--- config.mk ---
export PLATFORM = sky130hd
export DESIGN_NAME = elc_call_scheduler
export DESIGN_NICKNAME = d
export VERILOG_FILES = /design/src/rtl/elc_call_scheduler.sv
export SDC_FILE = /design/constraint.sdc
export NUM_CORES = 1
export LEC_CHECK = 0
export CAP_MARGIN = 40
export CELL_PAD_IN_SITES_DETAIL_PLACEMENT = 2
export CELL_PAD_IN_SITES_GLOBAL_PLACEMENT = 2
export CORE_ASPECT_RATIO = 0.75
export CORE_MARGIN = 4
export CORE_UTILIZATION = 32
export CTS_BUF_LIST = sky130_fd_sc_hd__clkbuf_4 sky130_fd_sc_hd__clkbuf_8
export DETAILED_ROUTE_END_ITERATION = 12
export DONT_BUFFER_PORTS = 1
export HOLD_SLACK_MARGIN = 0.1
export PLACE_DENSITY = 0.77
export SLEW_MARGIN = 20
export SYNTH_ARGS = -nofsm -noshare
export SYNTH_HDL_FRONTEND = slang
export SYNTH_SLANG_ARGS = --single-unit
export TNS_END_PERCENT = 10
--- constraint.sdc ---
create_clock -name clk -period 2.9 [get_ports clk]
set_input_delay 0.87 -clock clk [delete_from_list [all_inputs] [get_ports clk]]
set_output_delay 0.87 -clock clk [all_outputs]
set_load 0.005 [all_outputs]
--- src/rtl/elc_call_scheduler.sv ---
// ---------------------------------------------------------------------------
// elc_call_scheduler
//   Request-side front end of the elevator controller. Floor call buttons are
//   edge-captured into a pending-call set, and a SCAN (sweep) policy picks the
//   next target floor. The target goes to the controller as a one-hot
//   request_floor and is held until the controller pulses complete. That call
//   is then cleared and the next one is chosen. When the car sits idle away
//   from HOME_FLOOR for IDLE_TIMEOUT cycles, a home call is inserted.
//
// Ports
//   clk            rising-edge clock
//   reset          asynchronous, active-high reset
//   call_btn       level call buttons (car + hall merged); a rising edge registers a call
//   cur_floor      one-hot current floor from the controller (lowest set bit wins)
//   complete       controller arrived at request_floor (1-cycle pulse)
//   over_weight    car overloaded; holds the scheduler in its selection cycle
//   request_floor  one-hot target floor, held stable while req_valid
//   req_valid      request_floor is valid
//   pending        outstanding call lamps
//   sweep_up       current sweep direction, 1 = up
//   busy           scheduler is not idle
// ---------------------------------------------------------------------------
module elc_call_scheduler #(
    parameter int NUM_FLOORS   = 8,
    parameter int HOME_FLOOR   = 0,
    parameter int IDLE_TIMEOUT = 64
) (
    input  logic                  clk,
    input  logic                  reset,
    input  logic [NUM_FLOORS-1:0] call_btn,
    input  logic [NUM_FLOORS-1:0] cur_floor,
    input  logic                  complete,
    input  logic                  over_weight,
    output logic [NUM_FLOORS-1:0] request_floor,
    output logic                  req_valid,
    output logic [NUM_FLOORS-1:0] pending,
    output logic                  sweep_up,
    output logic                  busy
);

    localparam int IW = (NUM_FLOORS > 1) ? $clog2(NUM_FLOORS) : 1;
    localparam int CW = $clog2(IDLE_TIMEOUT + 1);
    localparam logic [NUM_FLOORS-1:0] ONE = NUM_FLOORS'(1);

    typedef enum logic [1:0] {IDLE, SELECT, DISPATCH} state_t;

    state_t                  state;
    logic [NUM_FLOORS-1:0]   btn_q;
    logic [CW-1:0]           idle_cnt;
    logic [IW-1:0]           tgt_idx;

    logic [IW-1:0]           cur_idx;
    logic [IW-1:0]           up_ge, up_gt, dn_le, dn_lt;
    logic                    up_ge_ok, dn_le_ok;
    logic [IW-1:0]           sel_idx;
    logic                    sel_flip;
    logic                    idle_run, home_fire;
    logic [NUM_FLOORS-1:0]   pend_nxt;

    // Current floor index: lowest set bit, all-zero decodes as floor 0.
    always_comb begin
        cur_idx = '0;
        for (int i = NUM_FLOORS - 1; i >= 0; i--)
            if (cur_floor[i]) cur_idx = IW'(i);
    end

    // SCAN candidates. Descending loop leaves the lowest match, ascending
    // loop leaves the highest match.
    always_comb begin
        up_ge_ok = 1'b0;
        up_ge    = '0;
        up_gt    = '0;
        dn_le_ok = 1'b0;
        dn_le    = '0;
        dn_lt    = '0;
        for (int i = NUM_FLOORS - 1; i >= 0; i--) begin
            if (pending[i] && IW'(i) >= cur_idx) begin
                up_ge_ok = 1'b1;
                up_ge    = IW'(i);
            end
            if (pending[i] && IW'(i) > cur_idx)
                up_gt = IW'(i);
        end
        for (int i = 0; i < NUM_FLOORS; i++) begin
            if (pending[i] && IW'(i) <= cur_idx) begin
                dn_le_ok = 1'b1;
                dn_le    = IW'(i);
            end
            if (pending[i] && IW'(i) < cur_idx)
                dn_lt = IW'(i);
        end
    end

    // When nothing remains ahead in the sweep direction, reverse. Selection
    // only happens with pending != 0, so the reverse candidate exists then.
    always_comb begin
        sel_idx  = '0;
        sel_flip = 1'b0;
        if (sweep_up) begin
            if (up_ge_ok) sel_idx = up_ge;
            else begin
                sel_idx  = dn_lt;
                sel_flip = 1'b1;
            end
        end else begin
            if (dn_le_ok) sel_idx = dn_le;
            else begin
                sel_idx  = up_gt;
                sel_flip = 1'b1;
            end
        end
    end

    assign idle_run  = (state == IDLE) && (pending == '0) && (cur_idx != IW'(HOME_FLOOR));
    assign home_fire = idle_run && (idle_cnt == CW'(IDLE_TIMEOUT - 1));

    // Next pending set. The completion clear comes after capture, so a fresh
    // press of the target floor on the complete cycle is dropped.
    always_comb begin
        pend_nxt = pending | (call_btn & ~btn_q);
        if (state == DISPATCH && complete) pend_nxt[tgt_idx] = 1'b0;
        if (home_fire) pend_nxt[HOME_FLOOR] = 1'b1;
    end

    always_ff @(posedge clk or posedge reset) begin
        if (reset) begin
            state         <= IDLE;
            btn_q         <= '0;
            pending       <= '0;
            idle_cnt      <= '0;
            tgt_idx       <= '0;
            request_floor <= '0;
            req_valid     <= 1'b0;
            sweep_up      <= 1'b1;
            busy          <= 1'b0;
        end else begin
            btn_q    <= call_btn;
            pending  <= pend_nxt;
            idle_cnt <= (idle_run && !home_fire) ? idle_cnt + CW'(1) : '0;
            case (state)
                IDLE: begin
                    if (pending != '0) begin
                        state <= SELECT;
                        busy  <= 1'b1;
                    end
                end
                SELECT: begin
                    // Overload freezes dispatch; capture keeps running.
                    if (!over_weight) begin
                        if (pending == '0) begin
                            state <= IDLE;
                            busy  <= 1'b0;
                        end else begin
                            tgt_idx       <= sel_idx;
                            request_floor <= ONE << sel_idx;
                            req_valid     <= 1'b1;
                            if (sel_flip) sweep_up <= ~sweep_up;
                            state         <= DISPATCH;
                        end
                    end
                end
                DISPATCH: begin
                    if (complete) begin
                        request_floor <= '0;
                        req_valid     <= 1'b0;
                        state         <= SELECT;
                    end
                end
                default: begin
                    state <= IDLE;
                    busy  <= 1'b0;
                end
            endcase
        end
    end

endmodule
### After elaboration in Yosys (flattened, before gate mapping)

Index checks and enable logic that the tools add are counted.

| operators by class | value |
|---|---|
| add/sub/neg operators | 1 |
| order comparisons | 33 |
| equal/unequal tests | 8 |
| shifts and indexed selects | 1 |
| muxes and demuxes | 82 |
| bitwise logic cells | 9 |
| reduce and logical (&&, ||, !) cells | 48 |

Operators by type and width:

| operator | number |
|---|---|
| two-way mux 3 bit | 39 |
| logical AND 1 bit | 37 |
| two-way mux 8 bit | 4 |
| two-way mux 1 bit | 29 |
| bitwise AND 8 bit | 2 |
| NOT 8 bit | 2 |
| one-hot mux 8 bit (2 select lines) | 1 |
| >= comparator 3 bit, first input constant | 4 |
| greater-than comparator 3 bit, first input constant | 4 |
| <= comparator 3 bit, first input constant | 4 |
| < comparator 3 bit, first input constant | 4 |
| AND reduction 4 bit | 3 |
| logical NOT 8 bit | 1 |
| two-way mux 2 bit | 4 |
| inequality test 2 bit, second input constant | 4 |
| bitwise OR 8 bit | 1 |
| nonzero test 8 bit | 1 |
| left shift 1 x 3 -> 8 bit, first input constant | 1 |
| adder 7 x 1 -> 7 bit, second input constant | 1 |
| == test 7 x 6 -> 1 bit, second input constant | 1 |
| two-way mux 7 bit | 1 |
| >= comparator 1 x 3 -> 1 bit, first input constant | 2 |
| >= comparator 2 x 3 -> 1 bit, first input constant | 2 |
| greater-than comparator 1 x 3 -> 1 bit, first input constant | 2 |
| other kinds (20) | 28 |

| word-level totals | value |
|---|---|
| register bits after elaboration | 39 |
| input bits | 20 |
| output and inout bits | 19 |
| word-level logic and storage cells | 191 |

### Longest topological paths before layout

| depth | value |
|---|---|
| depth after elaboration | 24 |
| mapped depth | 9 |
| mapped depth without buffers | 7 |

### Least setup slack after synthesis

OpenSTA, ideal clock, no wires.

| timing path | value |
|---|---|
| path kind | input-to-reg |
| start point | in cur_floor[1] |
| end point | reg tgt_idx[1] |
| library setup time | 0.125 ns |
| arrival | 2.864 ns |
| data required time | 2.775 ns |
| path slack | -0.088 ns |
| cell stages on the path | 8 |
| path buffers | 1 |
| cell sequence | buf_6 > or4_4 > a211o_1 > nand2_1 > nor4_1 > a2111oi_1 > a31oi_4 > mux2_2 |

| between the ends | value |
|---|---|
| word-level cells in the longest chain between the ends | 14 |
| elaborated cells on any way between the ends | 109 |
| those cells by class | order compare: 30; mux: 49; reduce/logical: 30 |

RTL lines:

| what | RTL line | source |
|---|---|---|
| start, declared | 31 | `input logic [NUM_FLOORS-1:0] cur_floor,` |
| two-way mux 3 bit * (2 in series) | 64 | `if (cur_floor[i]) cur_idx = IW'(i);` |
| greater-than comparator 3 bit, or another cell as far along | 81 | `if (pending[i] && IW'(i) > cur_idx)` |
| logical AND 1 bit (on tied branches) | 81, 77, 85 |  |
| two-way mux 3 bit, or another cell as far along (8 in series) | 81 |  |
| two-way mux 3 bit (on tied branches) | 106, 100 |  |
| two-way mux 3 bit * | 99 | `if (sweep_up) begin` |
| end signal, assigned | 154 | `tgt_idx <= sel_idx;` |
| end, declared | 50 | `logic [IW-1:0] tgt_idx;` |

Mark *: on every way between the ends. The rest lies on a longest branch, timed or not.
A chain may end at the register's enable or synchronous reset.

### Final worst setup path

| timing path | value |
|---|---|
| start point | in cur_floor[0] |
| end point | reg request_floor[7] |

| between the ends | value |
|---|---|
| word-level cells in the longest chain between the ends | 17 |
| elaborated cells on any way between the ends | 116 |
| those cells by class | order compare: 31; shift: 1; mux: 53; reduce/logical: 31 |

RTL lines:

| what | RTL line | source |
|---|---|---|
| two-way mux 3 bit * | 64 |  |
| greater-than comparator 3 bit, or another cell as far along | 81 |  |
| logical AND 1 bit (on tied branches) | 81, 77, 85 |  |
| two-way mux 3 bit, or another cell as far along (8 in series) | 81 |  |
| two-way mux 3 bit (on tied branches) | 106, 100 |  |
| two-way mux 3 bit * | 99 |  |
| left shift 1 x 3 -> 8 bit * | 155 | `request_floor <= ONE << sel_idx;` |
| two-way mux 8 bit * | 150 | `if (pending == '0) begin` |
| two-way mux 8 bit * | 149 | `if (!over_weight) begin` |
| one-hot mux 8 bit (2 select lines) * | 140 | `case (state)` |
| end signal, assigned | 155 |  |
| end, declared | 34 | `output logic [NUM_FLOORS-1:0] request_floor,` |

Mark *: on every way between the ends. The rest lies on a longest branch, timed or not. The select of a mux whose other input is x is not followed.

==> reports/qor.json <==
{
  "hold_violations": 0,
  "period_minus_slack_ps": 2880,
  "worst_r2r_path_depth": 9,
  "clock-sinks": 39,
  "layout_commonest_cell": "dfrtp_1",
  "power_density_nw_per_um2": 652,
  "avgSynthCellArea_um2": 8.99,
  "design.portCount": 39,
  "route.antenna.remaining_nets": 0,
  "tns_ps": 0,
  "viasPerCell": 5.66,
  "nNetsFinal": 300,
  "vias_in_the_first_global_route": 2363,
  "drc_errors": 0,
  "fp.dieArea_um2": 8930,
  "rsz0062_at_grt": "yes",
  "synth_edf_count": 0,
  "hold-path-endpoint": "idle_cnt[0]",
  "worstMarginPinSlew_ps": 635,
  "mostFrequentLayoutCells": "dfrtp_1, nor2_1, a21oi_1",
  "vias": 2141,
  "antenna-diode-count": 0,
  "mapped_cells": 266,
  "synth_warnings": 0,
  "finalWorstSetupSlack_ps": 17.9,
  "timing.max_slew.rel_slack": 0.576,
  "ctsLongestPathBuffers": 2,
  "number_of_antenna_violations_at_the_first_check_in_global_routing": 0,
  "synthDominantAreaCellType": "dfrtp_1",
  "worstSetupStartpointType": "input port",
  "finalSetupViolations": 0,
  "fill_cells": 806,
  "hold_path_class": "flip-flop to flip-flop",
  "place_congestion": 0.855,
  "floorplan.initialDensity": 0.340,
  "core_area_um2": 7030,
  "portBuffers": 0,
  "skew_ps": 10.0,
  "max_stage_delay_ps": 570,
  "die_width_um": 108,
  "worst_skew_pair.late_latency_ps": 300,
  "tritoncts": "yes",
  "worst-endpoint-required_ps": 3080,
  "drt-initial-drc-count": 85,
  "maxCapViolCount": 0,
  "min_path_cells": 1,
  "dp.cells": 370,
  "synthArstFlopShare": 1.00,
  "cts_max_level": 2,
  "clk_pin_slew_worst_paths_ps": 80,
  "cts.hold.buffers_added": 0,
  "final.hold.worst_slack_ps": 463,
  "p_leak_nw": 1.09,
  "post_drt_wl_per_cell_um": 21.6,
  "critical_path.reg2reg.startpoint": "pending[5]",
  "regToRegSetupSlack_ps": 390,
  "global_route_wire_length_before_repair_um": 13400,
  "rr_endpoint": "request_floor[7]",
  "postRouteWirelength_um": 8170,
  "synth.yosys.seq_area_share": 0.409,
  "clock-root-buffer": "clkbuf_8",
  "hold_path_startpoint": "idle_cnt[0]",
  "grt_max_degree": 40,
  "grt-ovfl-total": 0,
  "final_design_area_no_fill_um2": 2780,
  "post_cts_buffers": 0,
  "crit_slowest_cell": "or4_4",
  "crit_type": "input port to flip-flop",
  "postSynthNetCount": 287,
  "firstDrtPassIters": 4,
  "timing.critical_path.cells": "or4_4, buf_6, or3_4, a222oi_1, o21bai_1, and3_4, o311ai_4, a32o_2",
  "max_freq_mhz": 347,
  "area_growth_syn_to_layout_pct": 16.3,
  "total_standard_cell_area_after_synthesis_um2": 2390,
  "ys_dominant_reg_cell": "dfrtp_1",
  "preCtsSetupSlack_ps": -350,
  "drv_slew": 0,
  "critical_path.max_fanout": 9,
  "postSynthRegisterBits": 39,
  "post_synth_num_cell_types": 70,
  "vdd.ir_drop.worst_mv": 0.309,
  "cts_buffers": 5,
  "drive_above_1_share": 0.193,
  "groute.usage.overall": 0.193,
  "critical_path.endpoint_type": "flip-flop",
  "post_dp_cell_area_um2": 2620,
  "stdcell_count": 378,
  "multiInputGateArea_um2": 1330,
  "period_share": 0.994,
  "seqCellArea_um2": 977,
  "ys_top_cells_by_area": "dfrtp_1, a21oi_1, nor2_1, nor2b_1, nand2_1",
  "critical_path_arrival_ps": 3060,
  "yosysTopAreaCellShare": 0.398,
  "die_h_um": 82.9,
  "outcome": "completed",
  "fp-row-count": 26,
  "detailedPlacementHpwl_um": 6340
}
cell families (layout without fill, tap and decap cells):
family | Yosys count | count (layout) | share of synthesized area
and+or+nand+nor | 103 | 103 | 0.233
AOI/OAI and AO/OA | 86 | 86 | 0.276
DFF | 39 | 39 | 0.409
buffers and inverters | 32 | 46 | 0.0576
xor gates and xnor gates | 4 | 4 | 0.0147
adders and majority gates | 1 | 1 | 0.00523
muxes | 1 | 1 | 0.00471
layer usage:
layer / vias to the layer above / global-route usage / wire, µm
met5: - / 0 / 0
met2: 50 / 0.295 / 3720
met1: 1079 / 0.279 / 3900
met3: 9 / 0.0403 / 456
li1: 1003 / - / -
met4: 0 / 0.0424 / 99
Yosys cell counts (2+ instances only):
library cell  count
o21ai_0           9
o21bai_1          4
xor2_1            2
nand2_1          18
nor2_1           27
and3_1            2
a41oi_1           2
nor4_1            4
nand3_1           7
nor4_2            2
a32o_1            5
a21oi_1          25
a211o_1           2
xnor2_1           2
a31oi_1           6
a221oi_1          2
or2_2             2
inv_1            15
nand4b_1          3
nor3_1            6
o21ai_1           2
clkbuf_1          9
dfrtp_1          38
nor2b_1          13
buf_2             5
nand2b_1          6
o31ai_1           5
through the flow:
stage	power (mW)	utilization
6_report	1.81	0.396
5_1_grt	1.95	0.396
4_1_cts	1.83	0.393
3_5_place_dp	1.32	0.372
3_3_place_gp	1.28	0.372
2_1_floorplan	1.13	-
repair_timing:
item,4_1_cts,5_1_grt
gates resized for setup,2,5
setup endpoints to repair,5,7
pin swaps,0,8
registers in the layout (all words and copies together) (netlist names):
name           cells
btn_q              8
busy               1
idle_cnt           7
pending            8
req_valid          1
request_floor      8
state              2
sweep_up           1
tgt_idx            3
worst max-delay path, delay by kind of cell:
kind / cells / cell delay (ps)
buffers and inverters: 1 / 140
AOI/OAI and AO/OA: 4 / 870
and+or+nand+nor: 3 / 1180
area by class of cell:
type / instances / area share
clock buffers: 6 / 0.0297
clock inverters: 2 / 0.0139
inverters: 15 / 0.0202
multi-input cells: 195 / 0.477
flip-flops and latches: 39 / 0.351
well taps: 98 / 0.0441
repair buffers: 23 / 0.0634
where the power goes:
part           switching [mW]  internal (mW)
logic                   0.277          0.215
registers               0.186          0.650
clock network           0.203          0.283
how the worst max path moves through the flow:
| stage | from | to | slack [ps] | cells after the start |
|---|---|---|---|---|
| after floorplan | cur_floor[1] | request_floor[3] | -40 | 8 |
| final | cur_floor[0] | request_floor[7] | 20 | 8 |
| after CTS | cur_floor[3] | request_floor[7] | 20 | 8 |
| after global placement | cur_floor[3] | request_floor[6] | -220 | 8 |
| after detailed placement | cur_floor[3] | request_floor[7] | -350 | 10 |
| after global routing | cur_floor[0] | request_floor[7] | -70 | 8 |
No activity file was read; power rests on OpenSTA's default activity.
